File: src/rtl/beat_rate_meter.sv
// Heartbeat comparator pulse to beats-per-minute: synchronise, debounce, measure the
// beat-to-beat interval in 1 ms ticks, then divide 60000 by it with a bit-serial divider.
module beat_rate_meter #(
    parameter int unsigned DEBOUNCE_MS = 8,
    parameter int unsigned REFRACT_MS  = 250,
    parameter int unsigned TIMEOUT_MS  = 3000
) (
    input  logic       clk,
    input  logic       rst_n,
    input  logic       tick_ms,
    input  logic       pulse_in,
    output logic       beat,
    output logic [7:0] bpm,
    output logic       bpm_valid,
    output logic       no_signal
);

    localparam logic [1:0] IDLE = 2'd0;
    localparam logic [1:0] MEAS = 2'd1;
    localparam logic [1:0] DIV  = 2'd2;

    localparam int unsigned SW       = $clog2(DEBOUNCE_MS + 1);
    localparam logic [SW-1:0] DEB_LAST = SW'(DEBOUNCE_MS - 1);
    localparam logic [11:0] REFRACT  = 12'(REFRACT_MS);
    localparam logic [11:0] TIMEOUT  = 12'(TIMEOUT_MS);
    localparam logic [15:0] DIVIDEND = 16'd60000;

    logic          sync_meta, sync_q;
    logic          filt_q, filt_d;
    logic [SW-1:0] stab_q, stab_d;
    logic          cand_q, cand_d;
    logic [11:0]   ivl_q, ivl_d;
    logic [1:0]    state_q, state_d;
    logic [11:0]   divisor_q, divisor_d;
    logic [16:0]   rem_q, rem_d;
    logic [15:0]   quo_q, quo_d;
    logic [3:0]    step_q, step_d;
    logic [7:0]    bpm_q, bpm_d;
    logic          bpm_valid_q, bpm_valid_d;
    logic          no_signal_q, no_signal_d;

    logic [16:0]   rem_shift, rem_next;
    logic          rem_ge;
    logic [15:0]   quo_next;
    logic          timeout;

    // A mismatch run of DEBOUNCE_MS ticks moves the filtered level; any match restarts the run.
    always_comb begin
        filt_d = filt_q;
        stab_d = stab_q;
        if (tick_ms) begin
            if (sync_q != filt_q) begin
                if (stab_q == DEB_LAST) begin
                    filt_d = sync_q;
                    stab_d = '0;
                end else begin
                    stab_d = stab_q + 1'b1;
                end
            end else begin
                stab_d = '0;
            end
        end
        cand_d = filt_d & ~filt_q;
    end

    // One restoring step per clock, dividend bits consumed MSB first.
    always_comb begin
        rem_shift = {rem_q[15:0], DIVIDEND[4'd15 - step_q]};
        rem_ge    = rem_shift >= {5'd0, divisor_q};
        rem_next  = rem_ge ? rem_shift - {5'd0, divisor_q} : rem_shift;
        quo_next  = {quo_q[14:0], rem_ge};
    end

    assign timeout = (ivl_q == TIMEOUT);

    always_comb begin
        state_d     = state_q;
        ivl_d       = (tick_ms && !timeout) ? ivl_q + 12'd1 : ivl_q;
        divisor_d   = divisor_q;
        rem_d       = rem_q;
        quo_d       = quo_q;
        step_d      = step_q;
        bpm_d       = bpm_q;
        bpm_valid_d = 1'b0;
        no_signal_d = no_signal_q;
        beat        = 1'b0;
        case (state_q)
            IDLE: begin
                if (cand_q) begin
                    beat    = 1'b1;
                    ivl_d   = '0;
                    state_d = MEAS;
                end
            end
            MEAS: begin
                if (timeout) begin
                    no_signal_d = 1'b1;
                    bpm_d       = '0;
                    state_d     = IDLE;
                    // A coincident candidate restarts measurement as a fresh first beat.
                    if (cand_q) begin
                        beat    = 1'b1;
                        ivl_d   = '0;
                        state_d = MEAS;
                    end
                end else if (cand_q && ivl_q >= REFRACT) begin
                    beat      = 1'b1;
                    divisor_d = ivl_q;
                    ivl_d     = '0;
                    rem_d     = '0;
                    quo_d     = '0;
                    step_d    = '0;
                    state_d   = DIV;
                end
            end
            DIV: begin
                rem_d  = rem_next;
                quo_d  = quo_next;
                step_d = step_q + 4'd1;
                if (step_q == 4'd15) begin
                    bpm_d       = (|quo_next[15:8]) ? 8'hFF : quo_next[7:0];
                    bpm_valid_d = 1'b1;
                    no_signal_d = 1'b0;
                    state_d     = MEAS;
                end
            end
            default: state_d = IDLE;
        endcase
    end

    always_ff @(posedge clk or negedge rst_n) begin
        if (!rst_n) begin
            sync_meta   <= 1'b0;
            sync_q      <= 1'b0;
            filt_q      <= 1'b0;
            stab_q      <= '0;
            cand_q      <= 1'b0;
            ivl_q       <= '0;
            state_q     <= IDLE;
            divisor_q   <= '0;
            rem_q       <= '0;
            quo_q       <= '0;
            step_q      <= '0;
            bpm_q       <= '0;
            bpm_valid_q <= 1'b0;
            no_signal_q <= 1'b1;
        end else begin
            sync_meta   <= pulse_in;
            sync_q      <= sync_meta;
            filt_q      <= filt_d;
            stab_q      <= stab_d;
            cand_q      <= cand_d;
            ivl_q       <= ivl_d;
            state_q     <= state_d;
            divisor_q   <= divisor_d;
            rem_q       <= rem_d;
            quo_q       <= quo_d;
            step_q      <= step_d;
            bpm_q       <= bpm_d;
            bpm_valid_q <= bpm_valid_d;
            no_signal_q <= no_signal_d;
        end
    end

    assign bpm       = bpm_q;
    assign bpm_valid = bpm_valid_q;
    assign no_signal = no_signal_q;

endmodule

File: config.mk
export PLATFORM = sky130hd
export DESIGN_NAME = beat_rate_meter
export DESIGN_NICKNAME = d
export VERILOG_FILES = /design/src/rtl/beat_rate_meter.sv
export SDC_FILE = /design/constraint.sdc
export NUM_CORES = 1
export LEC_CHECK = 0
export ABC_AREA = 1
export BUFFER_PORTS_ARGS = -buffer_cell sky130_fd_sc_hd__clkbuf_2
export CAP_MARGIN = 0
export CORE_UTILIZATION = 47
export CTS_CLUSTER_DIAMETER = 50
export DETAILED_ROUTE_END_ITERATION = 16
export HOLD_SLACK_MARGIN = 0.12
export PLACE_DENSITY = 0.65
export SLEW_MARGIN = 20
export SYNTH_ARGS = -nofsm -noshare
export SYNTH_HDL_FRONTEND = slang
export SYNTH_SLANG_ARGS = --single-unit
export TNS_END_PERCENT = 50
File: constraint.sdc
create_clock -name clk -period 2.6 [get_ports clk]
set_clock_uncertainty 0.15 [all_clocks]
set_input_delay 0.52 -clock clk [delete_from_list [all_inputs] [get_ports clk]]
set_output_delay 0.52 -clock clk [all_outputs]
set_load 0.02 [all_outputs]
# Word-level counts from Yosys, hierarchy flattened
# Memory sizes are Yosys's and may differ from the RTL's.
# Cells that the tools add are included.
dict set report op_classes {
  addsub 5
  magnitude_cmp 3
  eq_ne 12
  muxes 40
  n_bitwise 3
  n_reduce_logical 10
}
# operator n
set ops {}
lappend ops {{12-bit two-way mux} 4}
lappend ops {{16-bit two-way mux} 3}
lappend ops {{16-bit case mux with 2 select lines} 1}
lappend ops {{15-bit two-way mux} 2}
lappend ops {{15-bit case mux with 2 select lines} 1}
lappend ops {{8-bit two-way mux} 3}
lappend ops {{12-bit case mux with 2 select lines} 1}
lappend ops {{17-bit by 12-bit greater-or-equal comparator with 1-bit output} 1}
lappend ops {{4-bit two-way mux} 4}
lappend ops {{8-bit case mux with 2 select lines} 1}
lappend ops {{16-bit by 12-bit subtractor with 16-bit output} 1}
lappend ops {{12-bit by 1-bit adder with 12-bit output (second input constant)} 1}
lappend ops {{12-bit == test (second input constant)} 1}
lappend ops {{12-bit by 8-bit greater-or-equal comparator with 1-bit output (second input constant)} 1}
lappend ops {{1-bit two-way mux} 12}
lappend ops {{3-bit AND reduction} 4}
lappend ops {{2-bit != test (second input constant)} 5}
lappend ops {{4-bit by 1-bit adder with 4-bit output (second input constant)} 2}
lappend ops {{2-bit two-way mux} 4}
lappend ops {{4-bit case mux with 2 select lines} 1}
lappend ops {{8-bit OR reduction} 1}
lappend ops {{2-bit case mux with 3 select lines} 1}
lappend ops {{4-bit by 5-bit < comparator with 1-bit output (second input constant)} 1}
lappend ops {{4-bit by 3-bit == test with 1-bit output (second input constant)} 1}
lappend ops {{other kinds (13)} 16}
dict set report totals {
  regBits 79
  rom_bits 16
  inputBits 4
  out_inout_bits 11
  n_memories 1
}
# name words word_bits rd rd_clocked_by_memory_dff wr line_no
set memory_table {}
lappend memory_table {{(name not given)} 16 1 1 0 0 68} ;# rem_shift = {rem_q[15:0], DIVIDEND[4'd15 - step_q]};

# Logic depth before layout (Yosys ltp)
# Gate-level depths: netlist (run 1).
dict set report logic_depth {
  depth_word 7
  depth_mapped 17
  mapped_depth_nobuf 17
}

# Least setup slack after synthesis (run 1)
# Ideal clock, no wire load.
dict set report synth_path {
  kind {register to register}
  start {register step_q[0]}
  end {register rem_q[14]}
  setup_time_ns 0.118
  arrival_time_ns 2.234
  t_required_ns 2.332
  slack_ns 0.098
  stages_incl_launch_ff 18
  path_buffers 0
  synth_period_minus_slack_ns 2.502
  cell_sequence {dfrtp_1 ha_1 inv_1 nor3_1 a21oi_1 ha_1 inv_1 fa_1 nand3_1 nand3_1 nand2_1 nand2_1 nand2_1 nand2_1 nand2_1 nand2_1 nand3_1 nand2_1}
}
dict set report synth_via {
  elab_chain_len 6
}
# element line_no
set synth_lines {}
lappend synth_lines {{start: declaration} 37} ;# logic [3:0] step_q, step_d;
lappend synth_lines {{start signal: assignment} 158} ;# step_q <= step_d;
lappend synth_lines {{4-bit subtractor (*)} 68}
lappend synth_lines {{memory read 16 x 1 bit (*)} --}
lappend synth_lines {{1-bit two-way mux (implied by the code) (*)} 68}
lappend synth_lines {{16-bit by 12-bit subtractor with 16-bit output / 17-bit by 12-bit greater-or-equal comparator with 1-bit output (equally long branches)} {70, 69}}
lappend synth_lines {{16-bit two-way mux (*)} 70} ;# rem_next = rem_ge ? rem_shift - {5'd0, divisor_q} : rem_shift;
lappend synth_lines {{16-bit case mux with 2 select lines (*)} 87} ;# case (state_q)
lappend synth_lines {{end signal: assignment} 156} ;# rem_q <= rem_d;
lappend synth_lines {{end: declaration} 35} ;# logic [16:0] rem_q, rem_d;
# Every way passes the cells marked *; elsewhere a longest branch is shown, timed or not. The select of a mux whose other input is x is not followed.
# A chain may end at the register's enable or synchronous reset.

# Worst setup path in the final report (run 1)
dict set report layout_path {
  start {register step_q[1]}
  end {register rem_q[12]}
}
# The elaborated chain is that of the path after synthesis.

==> results of run 1 <==
## what timing repair did
item | 4_1_cts | 5_1_grt
endpoints found under the hold margin | 26 | 0
buffers inserted | 0 | 2
pin swaps | 0 | 8
hold buffers | 2 | 0
gates resized for setup | 2 | 15
endpoints found under the setup margin | 2 | 9
## metrics by stage
stage,area [sq um],power [mW],std cells,setup slack (ns)
global placement,5040,2.89,773,0.0666
CTS,5240,3.76,791,0.0455
finish,5290,3.76,793,0.0874
detailed placement,5040,2.91,773,-0.00831
floorplan,4840,2.63,632,0.0978
global route,5290,4.07,793,-0.0988
## cells in the final DEF (no fill, tap or decap), drive strengths merged, types with 2 or more instances in the layout
cell           n
a21oi          8
and2           2
and3           2
buf           14
clkbuf        23
clkinv         2
clkinvlp       2
dfrtp         78
dlygate4sd3    2
ha            18
inv          105
nand2        203
nand3         39
nand4         22
nor2          47
nor3          14
o21ai         36
o22ai         17
xnor2          8
xor2           9
## kinds of logic after synthesis
family / after synthesis
adders and majority gates: 19
AOI/OAI and AO/OA: 64
and+or+nand+nor: 333
xor gates and xnor gates: 17
buffers and inverters: 120
DFF: 79
## path summary, 6_finish.rpt
path,endpoint,cells after the start,slack (ns)
min in group asynchronous,ivl_q[3]$_DFF_PN0_,2,0.48
worst min register to register,sync_q$_DFF_PN0_,0,0.21
worst min-delay path,sync_q$_DFF_PN0_,0,0.21
worst max register to register,rem_q[12]$_DFFE_PN0P_,14,0.09
worst max-delay path,rem_q[12]$_DFFE_PN0P_,14,0.09
max in group asynchronous,step_q[3]$_DFFE_PN0P_,3,1.22
## worst reg2reg max path: stages (launching register included)
cell	delay (ns)
dfrtp_1	0.40
ha_1	0.32
inv_2	0.07
nor3_2	0.04
a21oi_2	0.14
ha_2	0.19
inv_2	0.04
fa_2	0.40
nand3_2	0.11
nand3_4	0.09
buf_4	0.14
nand2_1	0.08
nand4_1	0.09
nand4_1	0.11
nand2_1	0.05
## routing by layer
layer  global-route usage (%)  part of all wire, %  wire length (um)
met5                        0                    0                 0
met1                     30.6                   49              5040
met3                     2.42                  2.6               265
met2                     34.3                   47              4840
met4                     8.34                  1.3               134
## sequential cells by signal (all words and copies together) (netlist names), 2 cells and up
| signal | flops |
|---|---|
| quo_q | 15 |
| divisor_q | 12 |
| ivl_q | 12 |
| rem_q | 16 |
| step_q | 4 |
| bpm | 8 |
| state_q | 2 |
| stab_q | 4 |
## area by class of cell
cell class,instances,share of cell area [%]
Multi-Input combinational cell,433,44.9
Sequential cell,79,37.4
Inverter,104,7.56
Timing Repair Buffer,28,3.73
Tap cell,133,3.14
Clock buffer,11,2.67
Clock inverter,5,0.638
## where the power goes
part	leakage [nW]	internal [mW]	switching [mW]	total (mW)
clock	0.0857	0.373	0.468	0.841
combinational	1.58	0.526	0.889	1.42
sequential	1.05	1.34	0.159	1.50
total	2.71	2.24	1.52	3.76
==> metrics, run 1 <==
final period utilization 96.6%; total iterations of the first detailed-routing run 4; Leakage 2.71 nW; post-synthesis mux area share 0%; DP Wirelength 7320 um; All-Layer GR Usage between 20% and 30%; nets between 600 and 700; VDD IR max approximately 0.43 mV; # diodes 0; Port Buffers 14; final wirelength about 10000 um; Worst Tran Pin Value roughly 0.49 ns; Post-Synth Adder-Cell Area 5.07%; area grow syn2layout 9.44%; Final Util 53.7%; worst-path cell chain ha_1, inv_2, nor3_2, a21oi_2, ha_2, inv_2, fa_2, nand3_2, nand3_4, buf_4, nand2_1, nand4_1, nand4_1, nand2_1; via count approximately 4000; area fraction of the dominant cell type after synthesis 40.4%; total gr overflow 0; XOR/XNOR Fraction of Synth Area 3.08%; Starting Density ~49%; Rel. slew slack between 60 and 70%; area fraction in and, or, nand and nor cells after synthesis 31.4%; share of cells above drive strength 1 around 14%; Remaining DRCs 0; CTS buffer count 9; Ys Warns 0; WP data required between 2 and 3 ns; outcome finished clean; CTS Root Cell clkbuf_8; setup TNS 0 ns; total power divided by cell area 710 nW/um^2; GP Congestion 0.858; Tmin final approximately 2.5 ns; Synth area leaders dfrtp_1 40%, nand2_1 15%, inv_1 7.4%, ha_1 4.7%, nand3_1 3.7%; Routed WL per cell roughly 13 um; area of the multi-input gates 2370 sq um; Top-Level Pins 15; RSZ-0062 raised after global routing yes; Synth cell types 47; WHS around 0.21 ns; vias per cell between 5 and 6; Max FO, Critical Path 4; worst path bufs/invs 3; Sequential Area 1980 sq um; Syn Std Cell Area about 4800 sq um; clock buffer depth 2; core box area just under 10000 sq um; ys flop type dfrtp_1; Post-DRT Antenna Nets 0; Worst Hold Class flop to flop; Filler cells between 900 and 1000; largest net degree at the start of global routing 54; Hold Fails Final Rpt 0; global-route wire length before repair about 18000 um; CTS clk-pin slew, worst paths ~0.090 ns; FF-to-FF Start step_q[1]$_DFFE_PN0P_; Post-synth EDFFs 0; register area share after synthesis 40.9%; final setup vio count 0; Die Width around 100 um; critical path arrival roughly 2.6 ns; TritonCTS clock tree yes; CP endpoint kind flop; vias in the first global route 3858; Synth top cells by count 196 x nand2_1, 96 x inv_1, 78 x dfrtp_1; Die Y 103 um; Worst Setup SP step_q[1]$_DFFE_PN0P_; row cnt 36; initial antenna violation count 0; CP Launch Type flop; die area 10700 sq um; FFs w/ async S/R, synth 100%; worst-path cell with the longest stage delay dfrtp_1; H-tree Lvls 3; Syn Nets 655; max cap viols 0; delay-heaviest family, CP adder cells; Seq cells post-synth 79; Post-Synthesis Mean Instance Area roughly 7.7 sq um; count of pins over their slew limit 0; CP peak stage delay 0.40 ns; main combinational cell family by area after synthesis simple AND/OR/NAND/NOR gates; min-delay src sync_meta$_DFF_PN0_; most instantiated library cell after synthesis nand2_1; post-synth top area cell dfrtp_1; Post-Syn Instances between 600 and 700; Crit Path Category flop to flop; complex-gate fraction of the synthesized area a little under 9%; total number of clock tree sinks 79; Starting DRT DRC Count between 150 and 200; Clk Latency, worst-skew pair 0.36 ns; fmax between 0.3 and 0.4 GHz
Note: power is estimated with default switching activity, not from simulation.
==> inputs of run 2 (changes only) <==
--- a/config.mk
+++ b/config.mk
@@ -5,14 +5,13 @@
 export SDC_FILE = /design/constraint.sdc
 export NUM_CORES = 1
 export LEC_CHECK = 0
-export ABC_AREA = 1
 export BUFFER_PORTS_ARGS = -buffer_cell sky130_fd_sc_hd__clkbuf_2
 export CAP_MARGIN = 0
 export CORE_UTILIZATION = 47
 export CTS_CLUSTER_DIAMETER = 50
 export DETAILED_ROUTE_END_ITERATION = 16
 export HOLD_SLACK_MARGIN = 0.12
-export PLACE_DENSITY = 0.65
+export PLACE_DENSITY = 0.66
 export SLEW_MARGIN = 20
 export SYNTH_ARGS = -nofsm -noshare
 export SYNTH_HDL_FRONTEND = slang
==> metrics, run 2 <==
via count 3282; area grow syn2layout 19.6%; post-synth top area cell dfrtp_1; worst-path cell with the longest stage delay dfrtp_1; H-tree Lvls 3; DP Wirelength roughly 6200 um; Leakage between 2 and 2.5 nW; total power divided by cell area approximately 550 nW/um^2; CP endpoint kind flop; Synth top cells by count 93 x nand2_1, 78 x dfrtp_1, 68 x o21ai_0; # diodes 0; vias in the first global route about 3300; Top-Level Pins 15; register area share after synthesis approximately half; Die Width 95.5 um; RSZ-0062 raised after global routing yes; Post-Syn Instances approximately 450; VDD IR max around 0.44 mV; total power approximately 2.7 mW; Max FO, Critical Path 3; Syn Std Cell Area 4110 sq um; Starting DRT DRC Count 163; row cnt 33; ys flop type dfrtp_1; number of flip-flops in the largest register 16; vias per cell roughly 5.4; Placed Cells roughly 600; GP Congestion 0.862; Remaining DRCs 0; Post-Synthesis Mean Instance Area 9.10 sq um; worst-path cell chain ha_4, nand2_2, o22a_1, ha_4, inv_2, fa_2, a21oi_4, o22ai_4, o31ai_4, buf_4, o21ai_2, a311o_1; Routed WL per cell about 14 um; Post-DRT Antenna Nets 0; final period utilization 106%; max cap viols 0; Crit Path Category flop to flop; total gr overflow 0; Worst Tran Pin Value 0.586 ns; Ys Warns 0; Starting Density a little under 50%; fmax about 0.36 GHz; outcome finished, violations left; most instantiated library cell after synthesis nand2_1; CP peak stage delay about 0.42 ns; WP data required roughly 2.7 ns; Final Util between 50% and 60%; final wirelength just under 9000 um; Synth cell types 53; global-route wire length before repair 15200 um; All-Layer GR Usage 21.7%; pre-CTS WS -0.234 ns; failing checks setup timing; TritonCTS clock tree yes; setup TNS -0.734 ns; Port Buffers 14; die area between 9000 and 10000 sq um; largest net degree at the start of global routing 39; Synth area leaders dfrtp_1 47%, nand2_1 8.5%, o21ai_0 8.3%, ha_1 5.5%, nor2_1 2.5%; Syn Nets around 480; Seq cells post-synth 79; CTS Root Cell clkbuf_8; total iterations of the first detailed-routing run 4; initial antenna violation count 0; clock buffer depth 2; critical path arrival 2.86 ns; core box area approximately 8300 sq um; share of cells above drive strength 1 about a fifth; Clk Latency, worst-skew pair between 0.3 and 0.4 ns; CTS buffer count 9; nets about 520; Post-synth EDFFs 0; most frequent cells in the layout 92 x nand2_1, 78 x dfrtp_1, 61 x o21ai_0, 34 x buf_4, 26 x nor2_1; largest registers rem_q (16), quo_q (15); final setup vio count 11; Tmin final between 2 and 3 ns; Hold Fails Final Rpt 0; commonest non-fill, non-tap cell in the layout nand2_1; CTS clk-pin slew, worst paths 0.09 ns; total number of clock tree sinks 79; Finished Layout Cells about 610; area fraction of the dominant cell type after synthesis between 40% and 50%; Worst Hold Class flop to flop; Die Y about 96 um; CP Launch Type flop; FFs w/ async S/R, synth 100%; count of pins over their slew limit 0; crit-path most repeated cell ha_4; Most flops, register rem_q; Rel. slew slack between 60% and 70%; final worst slack -0.159 ns
-- run 2: cell count changes in the layout (fill, tap and decap cells not counted), sizes merged, moves of 14 or more --
cell | previous run | this run
inv | 105 | 27
nand2 | 203 | 94
nand3 | 39 | 12
o22ai | 17 | 2
nor2 | 47 | 29
nand4 | 22 | 8
buf | 14 | 37
o21ai | 36 | 70
-- run 2: critical path: cells and delay by family (launching register included) --
kind            cells  cell delay [ns]
fa+ha+maj           3             0.76
buf+inv             2             0.20
compound gates      6             1.06
simple gates        1             0.05
flops               1             0.42
-- run 2: what timing repair did --
item | 4_1_cts | 5_1_grt
hold buffers | 2 | 0
resized for setup | 24 | 5
pin swaps | 14 | 5
setup endpoints to repair | 16 | 18
setup buffers | 6 | 1
endpoints found under the hold margin | 35 | 0
-- run 2: cell type report --
class,count,area (sq um)
clock buffers,9,124
inverters,24,90.1
well taps,105,131
flip-flops and latches,79,1980
fillers,716,3420
multi-input cells,333,2100
clock inverters,7,113
repair buffers,52,383
-- run 2: power by group --
part / internal, mW / switching [mW] / total (mW)
sequential: 1.30 / 0.0968 / 1.40
combinational: 0.114 / 0.135 / 0.249
clock: 0.562 / 0.521 / 1.08
total: 1.98 / 0.752 / 2.73
-- run 2: cell families (layout without fill, tap and decap cells) --
| group | after synthesis | in the layout | synth area share [%] |
|---|---|---|---|
| simple gates | 175 | 175 | 19.6 |
| compound gates | 105 | 105 | 14.8 |
| flops | 79 | 79 | 48.1 |
| buf+inv | 40 | 92 | 3.83 |
| xor+xnor | 21 | 21 | 4.47 |
| fa+ha+maj | 19 | 19 | 5.96 |
| mux | 13 | 13 | 3.29 |
-- run 2: path summary, 6_finish.rpt --
kind | startpoint | to | slack [ns] | depth (start not counted)
worst max-delay path | step_q[1]$_DFFE_PN0P_ | rem_q[12]$_DFFE_PN0P_ | -0.16 | 12
worst min-delay path | sync_meta$_DFF_PN0_ | sync_q$_DFF_PN0_ | 0.21 | 0
worst max register to register | step_q[1]$_DFFE_PN0P_ | rem_q[12]$_DFFE_PN0P_ | -0.16 | 12
worst min register to register | sync_meta$_DFF_PN0_ | sync_q$_DFF_PN0_ | 0.21 | 0
max in group asynchronous | rst_n | rem_q[3]$_DFFE_PN0P_ | 1.20 | 3
min in group asynchronous | rst_n | quo_q[3]$_DFFE_PN0P_ | 0.50 | 2
-- run 2: routing by layer --
layer	share of wire, %	global-route usage (%)	wire [um]	vias up
met4	1.3	7.59	114	0
met2	48	36.8	4270	44
met3	3.1	4.63	273	11
met1	47	27.4	4150	1575
li1	-	-	-	1652
met5	0	0	0	-
-- run 2: metrics by stage --
step | cell area [sq um] | hold slack [ns]
global route | 4920 | 0.215
CTS | 4890 | 0.214
detailed placement | 4490 | 0.191
global placement | 4490 | 0.190
floorplan | 4140 | 0.0744
finish | 4920 | 0.211
==> inputs of run 3 (changes only) <==
--- a/config.mk
+++ b/config.mk
@@ -5,7 +5,7 @@
 export SDC_FILE = /design/constraint.sdc
 export NUM_CORES = 1
 export LEC_CHECK = 0
-export BUFFER_PORTS_ARGS = -buffer_cell sky130_fd_sc_hd__clkbuf_2
+export BUFFER_PORTS_ARGS = -buffer_cell sky130_fd_sc_hd__buf_2
 export CAP_MARGIN = 0
 export CORE_UTILIZATION = 47
 export CTS_CLUSTER_DIAMETER = 50
==> metrics, run 3 (synthesis gave the netlist of run 2 again) <==
Port Buffers 14; Worst Tran Pin Value between 0.5 and 0.6 ns; area grow syn2layout 18.7%; DP Wirelength between 6000 and 7000 um; Crit Path Category flop to flop; H-tree Lvls 3; Worst Hold Class flop to flop; number of flip-flops in the largest register 16; Most flops, register rem_q; VDD IR max between 0.4 and 0.5 mV; fmax around 0.37 GHz; final wirelength a little under 9000 um; Die Width 95.5 um; clock buffer depth 2; share of cells above drive strength 1 approximately a fifth; TritonCTS clock tree yes; reg2reg end rem_q[12]$_DFFE_PN0P_; hold depth 0; CTS clk-pin slew, worst paths 0.08 ns; worst-path cell chain ha_4, nand2_2, o22a_1, ha_4, inv_2, fa_2, a21oi_4, o22ai_4, o31ai_4, buf_4, o21ai_4, a311o_1; vias per cell around 5.4; total number of clock tree sinks 79; crit-path most repeated cell ha_4; final setup vio count 12; outcome finished, violations left; Top-Level Pins 15; Rel. slew slack 65.2%; Routed WL per cell 14.4 um; global-route wire length before repair between 15000 and 20000 um; FF-to-FF path depth 12; CP Launch Type flop; Post-DRT Antenna Nets 0; CTS Root Cell clkbuf_8; FF-to-FF Start step_q[1]$_DFFE_PN0P_; vias in the first global route 3288; CTS buffer count 9; final worst slack -0.135 ns; CP peak stage delay between 0.4 and 0.5 ns; CP endpoint kind flop; WP data required 2.69 ns; GP Congestion 0.868; Tmin final 2.73 ns; largest registers rem_q (16), quo_q (15); count of pins over their slew limit 0; Leakage between 2 and 2.5 nW; final period utilization 105%; core box area approximately 8300 sq um; failing checks setup timing; total iterations of the first detailed-routing run 4; largest net degree at the start of global routing around 40; via count roughly 3300; initial antenna violation count 0; row cnt 33; Starting Density 49.3%; most frequent cells in the layout 92 x nand2_1, 78 x dfrtp_1, 59 x o21ai_0, 34 x buf_4, 25 x nor2_1; total gr overflow 0; # diodes 0; critical path arrival around 2.8 ns; worst-path cell with the longest stage delay dfrtp_1; All-Layer GR Usage about 22%; nets between 500 and 600; pre-CTS WS -0.306 ns; r2r setup slk -0.13 ns; min-delay src sync_meta$_DFF_PN0_; Final Util about three fifths; DP Area 4530 sq um; Max FO, Critical Path 3; Hold Fails Final Rpt 0; max cap viols 0; total power divided by cell area a little over 500 nW/um^2; Clk Latency, worst-skew pair ~0.35 ns; Remaining DRCs 0; commonest non-fill, non-tap cell in the layout nand2_1; total power ~2.5 mW; Hold EP sync_q$_DFF_PN0_; Die Y approximately 96 um; die area roughly 9100 sq um; RSZ-0062 raised after global routing yes; Starting DRT DRC Count 181; Finished Cell Area 4880 sq um
## run 3: per-layer routing
| layer | GRT usage (%) | up-vias | routed length, um |
|---|---|---|---|
| met5 | 0 | - | 0 |
| met4 | 7.71 | 0 | 130 |
| met3 | 4.55 | 13 | 197 |
| met2 | 37.9 | 35 | 4350 |
| met1 | 27.2 | 1566 | 4130 |
| li1 | - | 1645 | - |
## run 3: power by group
group	total [mW]	internal (mW)	leakage, nW	switching (mW)
registers	1.40	1.30	1.08	0.102
clock network	0.893	0.446	0.0977	0.446
logic	0.233	0.104	1.12	0.129
## run 3: what timing repair did
| item | CTS | global route |
|---|---|---|
| setup endpoints to repair | 17 | 18 |
| pin swaps | 7 | 5 |
| resized for setup | 20 | 10 |
| hold endpoints to repair | 38 | 0 |
| gates cloned | 0 | 0 |
| hold buffers | 2 | 0 |
| buffers inserted | 2 | 2 |
## run 3: area by class of cell
class | count | area, sq um
inverter | 24 | 90.1
tap | 105 | 131
clock buffer | 11 | 131
clock inverter | 5 | 57.6
fill | 716 | 3460
multi-input combinational | 333 | 2110
timing repair buffer | 52 | 383
sequential | 79 | 1980
## run 3: critical path: cells and delay by family (launching register included)
family	cells	cell delay (ns)
compound gates	6	1.01
fa+ha+maj	3	0.78
buf+inv	2	0.21
flops	1	0.42
simple gates	1	0.05
## run 3: worst max path at each step
stage | startpoint | end | slack (ns) | cells past startpoint
after floorplan | step_q[0]$_DFFE_PN0P_ | rem_q[14]$_DFFE_PN0P_ | -0.12 | 13
after global placement | step_q[1]$_DFFE_PN0P_ | rem_q[14]$_DFFE_PN0P_ | -0.18 | 13
after detailed placement | step_q[1]$_DFFE_PN0P_ | rem_q[14]$_DFFE_PN0P_ | -0.31 | 13
after CTS | step_q[1]$_DFFE_PN0P_ | rem_q[14]$_DFFE_PN0P_ | -0.09 | 13
after global routing | step_q[1]$_DFFE_PN0P_ | rem_q[14]$_DFFE_PN0P_ | -0.25 | 13
final | step_q[1]$_DFFE_PN0P_ | rem_q[12]$_DFFE_PN0P_ | -0.13 | 12
## run 3: stage by stage
stage / hold WS, ns / setup TNS [ns] / instances
finish: 0.210 / -0.680 / 609
global route: 0.231 / -2.47 / 609
CTS: 0.215 / -0.535 / 607
detailed placement: 0.197 / -1.82 / 587
global placement: 0.190 / -0.966 / 587
floorplan: 0.0744 / -0.487 / 452
